[src/rtl/mem_port_arbiter.sv]
// mem_port_arbiter
//   Round-robin arbiter owning one FFT memory bank port. Drives the 4-bit
//   select of the bank's 8:1 address/data mux; SEL_IDLE parks the mux.
//   A grant is held for a burst and released on a request drop or on a beat
//   with req_last. On release the next requester is granted on the very next
//   edge (no idle bubble), scanning from the released index + 1.
//
//   Optional feature macro: ARB_BURST_LIMIT_EN
//     defined   - a grant is force-released on the beat that brings beat_cnt
//                 to MAX_BURST.
//     undefined - no cap; beat_cnt saturates at 255.
//
// Ports
//   clk       in   clock, rising edge
//   rst       in   synchronous active-high reset
//   req       in   [7:0] per-requester request
//   req_last  in   [7:0] last-beat marker, honoured only for the granted bit
//   gnt       out  [7:0] one-hot grant, registered, zero when idle
//   sel       out  [3:0] registered mux select (0..7 or SEL_IDLE)
//   busy      out  high while a grant is active
//   beat_cnt  out  [7:0] beats completed in the current grant
//
// State table
//   IDLE  | no grant; sel = SEL_IDLE, scanning req from ptr
//   GRANT | requester sel[2:0] owns the port, counting beats

module mem_port_arbiter #(
    parameter int          NUM_REQ   = 8,
    parameter int          MAX_BURST = 16,
    parameter logic [3:0]  SEL_IDLE  = 4'd8
) (
    input  logic               clk,
    input  logic               rst,
    input  logic [NUM_REQ-1:0] req,
    input  logic [NUM_REQ-1:0] req_last,
    output logic [NUM_REQ-1:0] gnt,
    output logic [3:0]         sel,
    output logic               busy,
    output logic [7:0]         beat_cnt
);

    if (MAX_BURST < 1 || MAX_BURST > 255) begin : g_bad_burst
        $error("MAX_BURST must be within 1..255");
    end

    typedef enum logic {IDLE, GRANT} state_t;

    localparam logic [NUM_REQ-1:0] ONE_HOT0 = NUM_REQ'(1);

    state_t             state, state_next;
    logic [2:0]         ptr, ptr_next;
    logic [NUM_REQ-1:0] gnt_next;
    logic [3:0]         sel_next;
    logic               busy_next;
    logic [7:0]         cnt_next;

    logic [2:0]         g;
    logic               beat;
    logic               cap_hit;
    logic               release_now;
    logic [NUM_REQ-1:0] scan_req;
    logic [2:0]         scan_start;
    logic [3:0]         scan_res;

    // Returns {found, index}; the loop runs from the farthest offset down so
    // the nearest set bit to 'start' is the last one written and wins.
    function automatic logic [3:0] rr_scan(input logic [NUM_REQ-1:0] r,
                                           input logic [2:0] start);
        logic [3:0] res;
        logic [2:0] idx;
        res = 4'd0;
        for (int i = NUM_REQ - 1; i >= 0; i--) begin
            idx = start + 3'(i);
            if (r[idx]) res = {1'b1, idx};
        end
        return res;
    endfunction

    assign g    = sel[2:0];
    assign beat = (state == GRANT) && req[g];

`ifdef ARB_BURST_LIMIT_EN
    assign cap_hit = beat && (beat_cnt == 8'(MAX_BURST - 1));
`else
    assign cap_hit = 1'b0;
`endif

    assign release_now = (state == GRANT) && (!req[g] || (beat && req_last[g]) || cap_hit);

    // A dropping requester is masked out of the rescan; one that finished with
    // req_last or the cap stays eligible but sits last in scan order.
    always_comb begin
        scan_req   = req;
        scan_start = ptr;
        if (state == GRANT) begin
            scan_start = g + 3'd1;
            if (!beat) scan_req = req & ~gnt;
        end
    end

    assign scan_res = rr_scan(scan_req, scan_start);

    always_comb begin
        state_next = state;
        ptr_next   = ptr;
        gnt_next   = gnt;
        sel_next   = sel;
        busy_next  = busy;
        cnt_next   = beat_cnt;
        case (state)
            IDLE: begin
                if (scan_res[3]) begin
                    state_next = GRANT;
                    gnt_next   = ONE_HOT0 << scan_res[2:0];
                    sel_next   = {1'b0, scan_res[2:0]};
                    busy_next  = 1'b1;
                    cnt_next   = 8'd0;
                end
            end
            GRANT: begin
                if (release_now) begin
                    ptr_next = g + 3'd1;
                    cnt_next = 8'd0;
                    if (scan_res[3]) begin
                        gnt_next = ONE_HOT0 << scan_res[2:0];
                        sel_next = {1'b0, scan_res[2:0]};
                    end else begin
                        state_next = IDLE;
                        gnt_next   = '0;
                        sel_next   = SEL_IDLE;
                        busy_next  = 1'b0;
                    end
                end else if (beat && beat_cnt != 8'd255) begin
                    cnt_next = beat_cnt + 8'd1;
                end
            end
            default: begin
                state_next = IDLE;
                gnt_next   = '0;
                sel_next   = SEL_IDLE;
                busy_next  = 1'b0;
                cnt_next   = 8'd0;
            end
        endcase
    end

    always_ff @(posedge clk) begin
        if (rst) begin
            state    <= IDLE;
            ptr      <= 3'd0;
            gnt      <= '0;
            sel      <= SEL_IDLE;
            busy     <= 1'b0;
            beat_cnt <= 8'd0;
        end else begin
            state    <= state_next;
            ptr      <= ptr_next;
            gnt      <= gnt_next;
            sel      <= sel_next;
            busy     <= busy_next;
            beat_cnt <= cnt_next;
        end
    end

endmodule

[config.mk]
export PLATFORM = sky130hd
export DESIGN_NAME = mem_port_arbiter
export DESIGN_NICKNAME = d
export VERILOG_FILES = /design/src/rtl/mem_port_arbiter.sv
export SDC_FILE = /design/constraint.sdc
export NUM_CORES = 1
export LEC_CHECK = 0
export CORE_ASPECT_RATIO = 0.8
export CORE_UTILIZATION = 54
export CTS_CLUSTER_DIAMETER = 120
export DETAILED_ROUTE_END_ITERATION = 8
export GPL_ROUTABILITY_DRIVEN = 0
export PLACE_DENSITY_LB_ADDON = 0.25
export SYNTH_ARGS = -nofsm -noshare
export SYNTH_HDL_FRONTEND = slang
export SYNTH_SLANG_ARGS = --single-unit
[constraint.sdc]
create_clock -name clk -period 5.17 [get_ports clk]
set_clock_uncertainty 0.05 [all_clocks]
set_input_delay 1.2925 -clock clk [delete_from_list [all_inputs] [get_ports clk]]
set_output_delay 1.2925 -clock clk [all_outputs]
set_load 0.02 [all_outputs]
# ---- Word-level counts from Yosys, hierarchy flattened
# Index checks and enable logic that the tools add are counted.
dict set report word_totals {
  register_bits 25
  input_bits 18
  out_inout_bits 21
}
dict set report classes {
  add_sub_neg 9
  n_lt_le_gt_ge 9
  eq_ne 5
  shifts 1
  mux 50
  bitwise_logic 3
  reduce_logical 10
}
# cell count
set ops {}
lappend ops {{two-way mux 8 bit} 8}
lappend ops {{two-way mux 4 bit} 11}
lappend ops {{< comparator 3 x 4 -> 1 bit, second input constant} 9}
lappend ops {{one-hot mux 8 bit (2 select lines)} 2}
lappend ops {{binary-select mux 1 bit (select 3 bit)} 10}
lappend ops {{two-way mux 1 bit} 15}
lappend ops {{adder 3 bit, second input constant} 4}
lappend ops {{adder 8 x 1 -> 8 bit, second input constant} 1}
lappend ops {{AND 8 bit} 1}
lappend ops {{inequality test 8 bit, second input constant} 1}
lappend ops {{inverter 8 bit} 1}
lappend ops {{one-hot mux 4 bit (2 select lines)} 1}
lappend ops {{<< shifter 1 x 3 -> 8 bit, first input constant} 1}
lappend ops {{adder 3 x 1 -> 3 bit, second input constant} 2}
lappend ops {{adder 3 x 2 -> 3 bit, second input constant} 2}
lappend ops {{AND reduction 2 bit} 3}
lappend ops {{logical AND 1 bit} 4}
lappend ops {{inequality test 2 bit, second input constant} 2}
lappend ops {{one-hot mux 1 bit (2 select lines)} 2}
lappend ops {{two-way mux 3 bit} 1}
lappend ops {{inequality test 3 x 1 -> 1 bit, second input constant} 1}
lappend ops {{AND reduction 3 bit} 1}
lappend ops {{inequality test 2 x 1 -> 1 bit, second input constant} 1}
lappend ops {{logical NOT 1 bit} 1}
lappend ops {{2 further kinds} 2}

# ---- Depth between registers and ports, before layout
# Gate-level depths: netlist of the first run.
dict set report logic_depth {
  ltp_word 19
  ltp_mapped 17
}

# ---- Worst setup path before layout of the first run
# OpenSTA, ideal clock, no wires.
dict set report synth_timing {
  path_type {input to register}
  from {in req[6]}
  to {reg gnt[1]}
  setup_ns 0.117
  arrival_ns 4.148
  path_slack_ns 0.855
  stages 13
  path_buffers 0
  cell_sequence {mux2_4 a2bb2oi_4 a21oi_2 o22ai_2 mux2_2 or4_4 a211oi_4 ha_1 nor2_1 nand2_1 a2bb2oi_2 nor2_2 a32o_1}
}
dict set report synth_via {
  elab_chain_len 19
  word_cells_on_any_way 42
  classes_between {eq/ne (2); shift (1); mux (32); bitwise (1); reduce/logical (6)}
}
# item line_no
set synth_lines {}
lappend synth_lines {{start: declaration} 34} ;# input logic [NUM_REQ-1:0] req,
lappend synth_lines {{binary-select mux 1 bit (select 3 bit)} {80, 88}}
lappend synth_lines {{two-way mux 1 bit (implied by the code)} {80, 88}}
lappend synth_lines {{logical AND 1 bit} 80} ;# assign beat = (state == GRANT) && req[g];
lappend synth_lines {{two-way mux 8 bit} 97} ;# if (!beat) scan_req = req & ~gnt;
lappend synth_lines {{two-way mux 8 bit} 95} ;# if (state == GRANT) begin
lappend synth_lines {{binary-select mux 1 bit (select 3 bit)} 74} ;# if (r[idx]) res = {1'b1, idx};
lappend synth_lines {{two-way mux 1 bit (implied by the code)} 74}
lappend synth_lines {{two-way mux 4 bit (8 in series)} 74}
lappend synth_lines {{<< shifter 1 x 3 -> 8 bit} {114, 125}}
lappend synth_lines {{two-way mux 8 bit} 124} ;# if (scan_res[3]) begin
lappend synth_lines {{two-way mux 8 bit} 121} ;# if (release_now) begin
lappend synth_lines {{one-hot mux 8 bit (2 select lines)} 110} ;# case (state)
lappend synth_lines {{end signal: assignment} 158} ;# gnt <= gnt_next;
lappend synth_lines {{end: declaration} 36} ;# output logic [NUM_REQ-1:0] gnt,
# Several ways; a longest one is shown, not always the timed one. The select of a mux whose other input is x is not followed.
# A chain may end at the register's enable or synchronous reset.

# ---- Worst setup path after layout of the first run
dict set report layout_timing {
  from {in req[6]}
  to {reg gnt[5]}
}
# The elaborated chain is that of the path after synthesis.

==> results_dict.tcl, run 1 <==
set metrics [dict create \
    seq_area_frac_synth_pct 21.7 \
    area.growth.synth_to_final_pct 22.5 \
    via_count 2517 \
    synthCells 283 \
    multi_input_area_um2 1720 \
    syn-num-nets 307 \
    hp-start "gnt[0]" \
    layout_min_cycle_time_ns 4.82 \
    grt_max_degree 16 \
    grt_pass1_vias 2175 \
    post_drt_via_cell_ratio 6.68 \
    p_sw_w 0.000891 \
    end_kind "register" \
    route.detailed.drc 0 \
    die-area_um2 4530 \
    synth_edf_count 0 \
    numCtsBuffers 3 \
    antenna_found_initial 0 \
    htree_num_levels 1 \
    rows 20 \
    drt_pass1_iterations 5 \
    path_max_fanout 10 \
    regToRegStartpoint "sel[1]" \
    avgSynthCellArea_um2 8.14 \
    dpl.cell_count 373 \
    report.final.slew_viol_count 0 \
    diodes 0 \
    root_buffer "clkbuf_8" \
    place_hpwl_um 5160 \
    worst_pin_slew_ns 0.669 \
    post_dp_cell_area_um2 2770 \
    ys_warn_count 0 \
    wl_per_cell_um 18.0 \
    die_h_um 60.4 \
    finalCoreUtilization_pct 71.8 \
    p_int_w 0.000834 \
    layout.nets 347 \
    crit_path_start_kind "input pin" \
    critPathLaunch "req[6]" \
    rsz0062_at_grt "false" \
    status "finished, final reports clean" \
    async_flop_share_pct 0 \
    grt_overflow 0 \
    num-fill-cells 309 \
    finalCritPeriodShare_pct 93.3 \
    switching_share_pct 51.7 \
    syn_area_um2 2300 \
    vdd_drop_max_uv 295 \
    cts_resized 0 \
    hold_buffers 0 \
    port-buffer-count 38 \
    design_area_um2 2820 \
    max_slew_margin_pct 55.3 \
    die_w_um 75.0 \
    cts_num_sinks 25 \
    seqPwrFrac_pct 15.9 \
    wirelength_um 6790 \
    cts_tree "done" \
    cp.required_ns 5.29 \
    drv_cap 0 \
    fin_cells 377 \
    holdCritPathClass "register to register" \
    regArea_um2 500 \
    crit_arrival_ns 4.94 \
    crit_type "input pin to register" \
    power.density_nw_per_um2 611 \
    synth_flop_cell "dfxtp_1" \
    clock.fmax_mhz 207 \
    ys_seq_elements 25 \
    grt.total_usage_pct 31.7 \
    drive_above_1_share_pct 14.0 \
    setup_tns_ns 0 \
    ioPinCount 39 \
    antenna_left 0 \
    postCtsSetupRepairBufs 0 \
    yosysUniqueCellTypes 57 \
    start_util_pct 58.6 \
    core_um2 3930 \
    path_clk_slew_ns 0.09 \
    clkLatencyLatePin_ns 0.27 \
    p_leak_nw 1.05 \
    setup_viol_count_final 0 \
    grt_pass1_wl_um 10900 \
    cts_buffer_depth 2 \
    p_comb_share_pct 77.2 \
    clkPwrFrac_pct 6.9 \
    drt_iter0_markers 293 \
    final_hold_viol_count 0 \
]
==> Yosys cell counts (5+ instances only) <==
library cell	number	area, µm²
a21oi_1	11	55.1
a21oi_2	6	52.6
a32o_1	5	50.1
clkbuf_1	12	45.0
dfxtp_1	25	500
ha_1	6	75.1
inv_1	5	18.8
mux2_2	5	56.3
mux2i_1	10	100
mux4_2	7	158
nand2_1	41	154
nand3_1	11	55.1
nor2_1	30	113
o211ai_1	9	67.6
o21ai_0	14	70.1
o221ai_1	9	78.8
o22ai_1	9	56.3
xnor2_1	5	43.8
==> through the flow <==
stage	hold WS (ns)	worst slack [ns]	total power (W)
after global routing	0.488	0.149	0.00183
after CTS	0.451	0.371	0.00168
after floorplan	0.410	0.855	0.00123
after global placement	0.424	0.235	0.00154
final	0.454	0.348	0.00172
after detailed placement	0.436	0.130	0.00155
==> registers in the layout, summed over array words and instances, names as in the netlist <==
| name | count |
|---|---|
| ptr | 3 |
| busy | 1 |
| beat_cnt | 8 |
| gnt | 8 |
| sel | 4 |
| state | 1 |
==> worst paths after layout <==
kind	slack, ns	cells after the start	end
worst max-delay path	0.35	14	gnt[5]
worst min-delay path	0.45	2	gnt[0]
worst max register to register	0.75	13	gnt[5]
worst min register to register	0.45	2	gnt[0]
==> layout by cell type (no fill, tap or decap), types with 4 or more instances in the layout <==
cell type        count
a32o_1               5
buf_4               11
mux2_2               5
inv_1                5
a31oi_1              4
o22ai_1              9
o221ai_1             9
o21ai_0             14
nor2b_1              4
nand2_1             41
a21oi_1             11
mux2i_1             10
dfxtp_1             25
o211ai_1             9
nand3_1             11
xor2_1               4
a21oi_2              6
ha_1                 6
o211a_1              4
clkdlybuf4s50_1     38
and3_1               4
xnor2_1              5
mux4_2               7
nor2_1              30
==> kinds of logic (layout without fill, tap and decap cells) <==
kind of cell | after synthesis | after routing | share of synthesized area (%)
buffers and inverters | 20 | 59 | 3.64
flip-flops | 25 | 25 | 21.7
AO/OA/AOI/OAI | 96 | 96 | 33.5
XOR/XNOR | 9 | 9 | 3.42
adder cells (fa/ha/maj) | 6 | 6 | 3.26
AND/OR/NAND/NOR | 104 | 104 | 20.2
multiplexers | 23 | 23 | 14.3
==> metal layers <==
layer	share of wire, %	GRT usage, %
met4	0.82	5.66
met2	40	45.0
met5	0	0
met3	12	10.6
met1	47	46.8
==> final cells by class <==
cell class                 count  share of cell area (%)
clock buffer                   3                    1.46
clock inverter                 1                   0.266
inverter                       6                   0.798
tap                           55                    2.44
timing repair buffer          49                    16.4
sequential                    25                    17.7
multi-input combinational    238                    60.9
==> critical path, stage by stage <==
cell	delay, ns
clkdlybuf4s50_1	0.46
mux2_4	0.33
a2bb2oi_4	0.23
a21oi_2	0.29
o22ai_2	0.19
mux2_2	0.31
or4_4	0.49
a211oi_4	0.25
ha_1	0.23
nor2_1	0.10
nand2_1	0.16
a2bb2oi_2	0.21
nor2_2	0.10
a32o_1	0.28
==> power by group through the flow <==
stage	logic [W]	registers, W	clock network (W)
2_1_floorplan	0.000932	0.000301	0
3_3_place_gp	0.00127	0.000275	0
3_5_place_dp	0.00128	0.000276	0
4_1_cts	0.00129	0.000273	0.000118
5_1_grt	0.00142	0.000277	0.000131
6_report	0.00133	0.000274	0.000118
(Power assumes the default switching activity.)
==> run 2, diff against run 1 <==
--- a/config.mk
+++ b/config.mk
@@ -8,6 +8,7 @@
 export CORE_ASPECT_RATIO = 0.8
 export CORE_UTILIZATION = 54
 export CTS_CLUSTER_DIAMETER = 120
+export CTS_CLUSTER_SIZE = 24
 export DETAILED_ROUTE_END_ITERATION = 8
 export GPL_ROUTABILITY_DRIVEN = 0
 export PLACE_DENSITY_LB_ADDON = 0.25
==> results of run 2 <==
Final layout, timing and power as in run 1 (identical DEF).
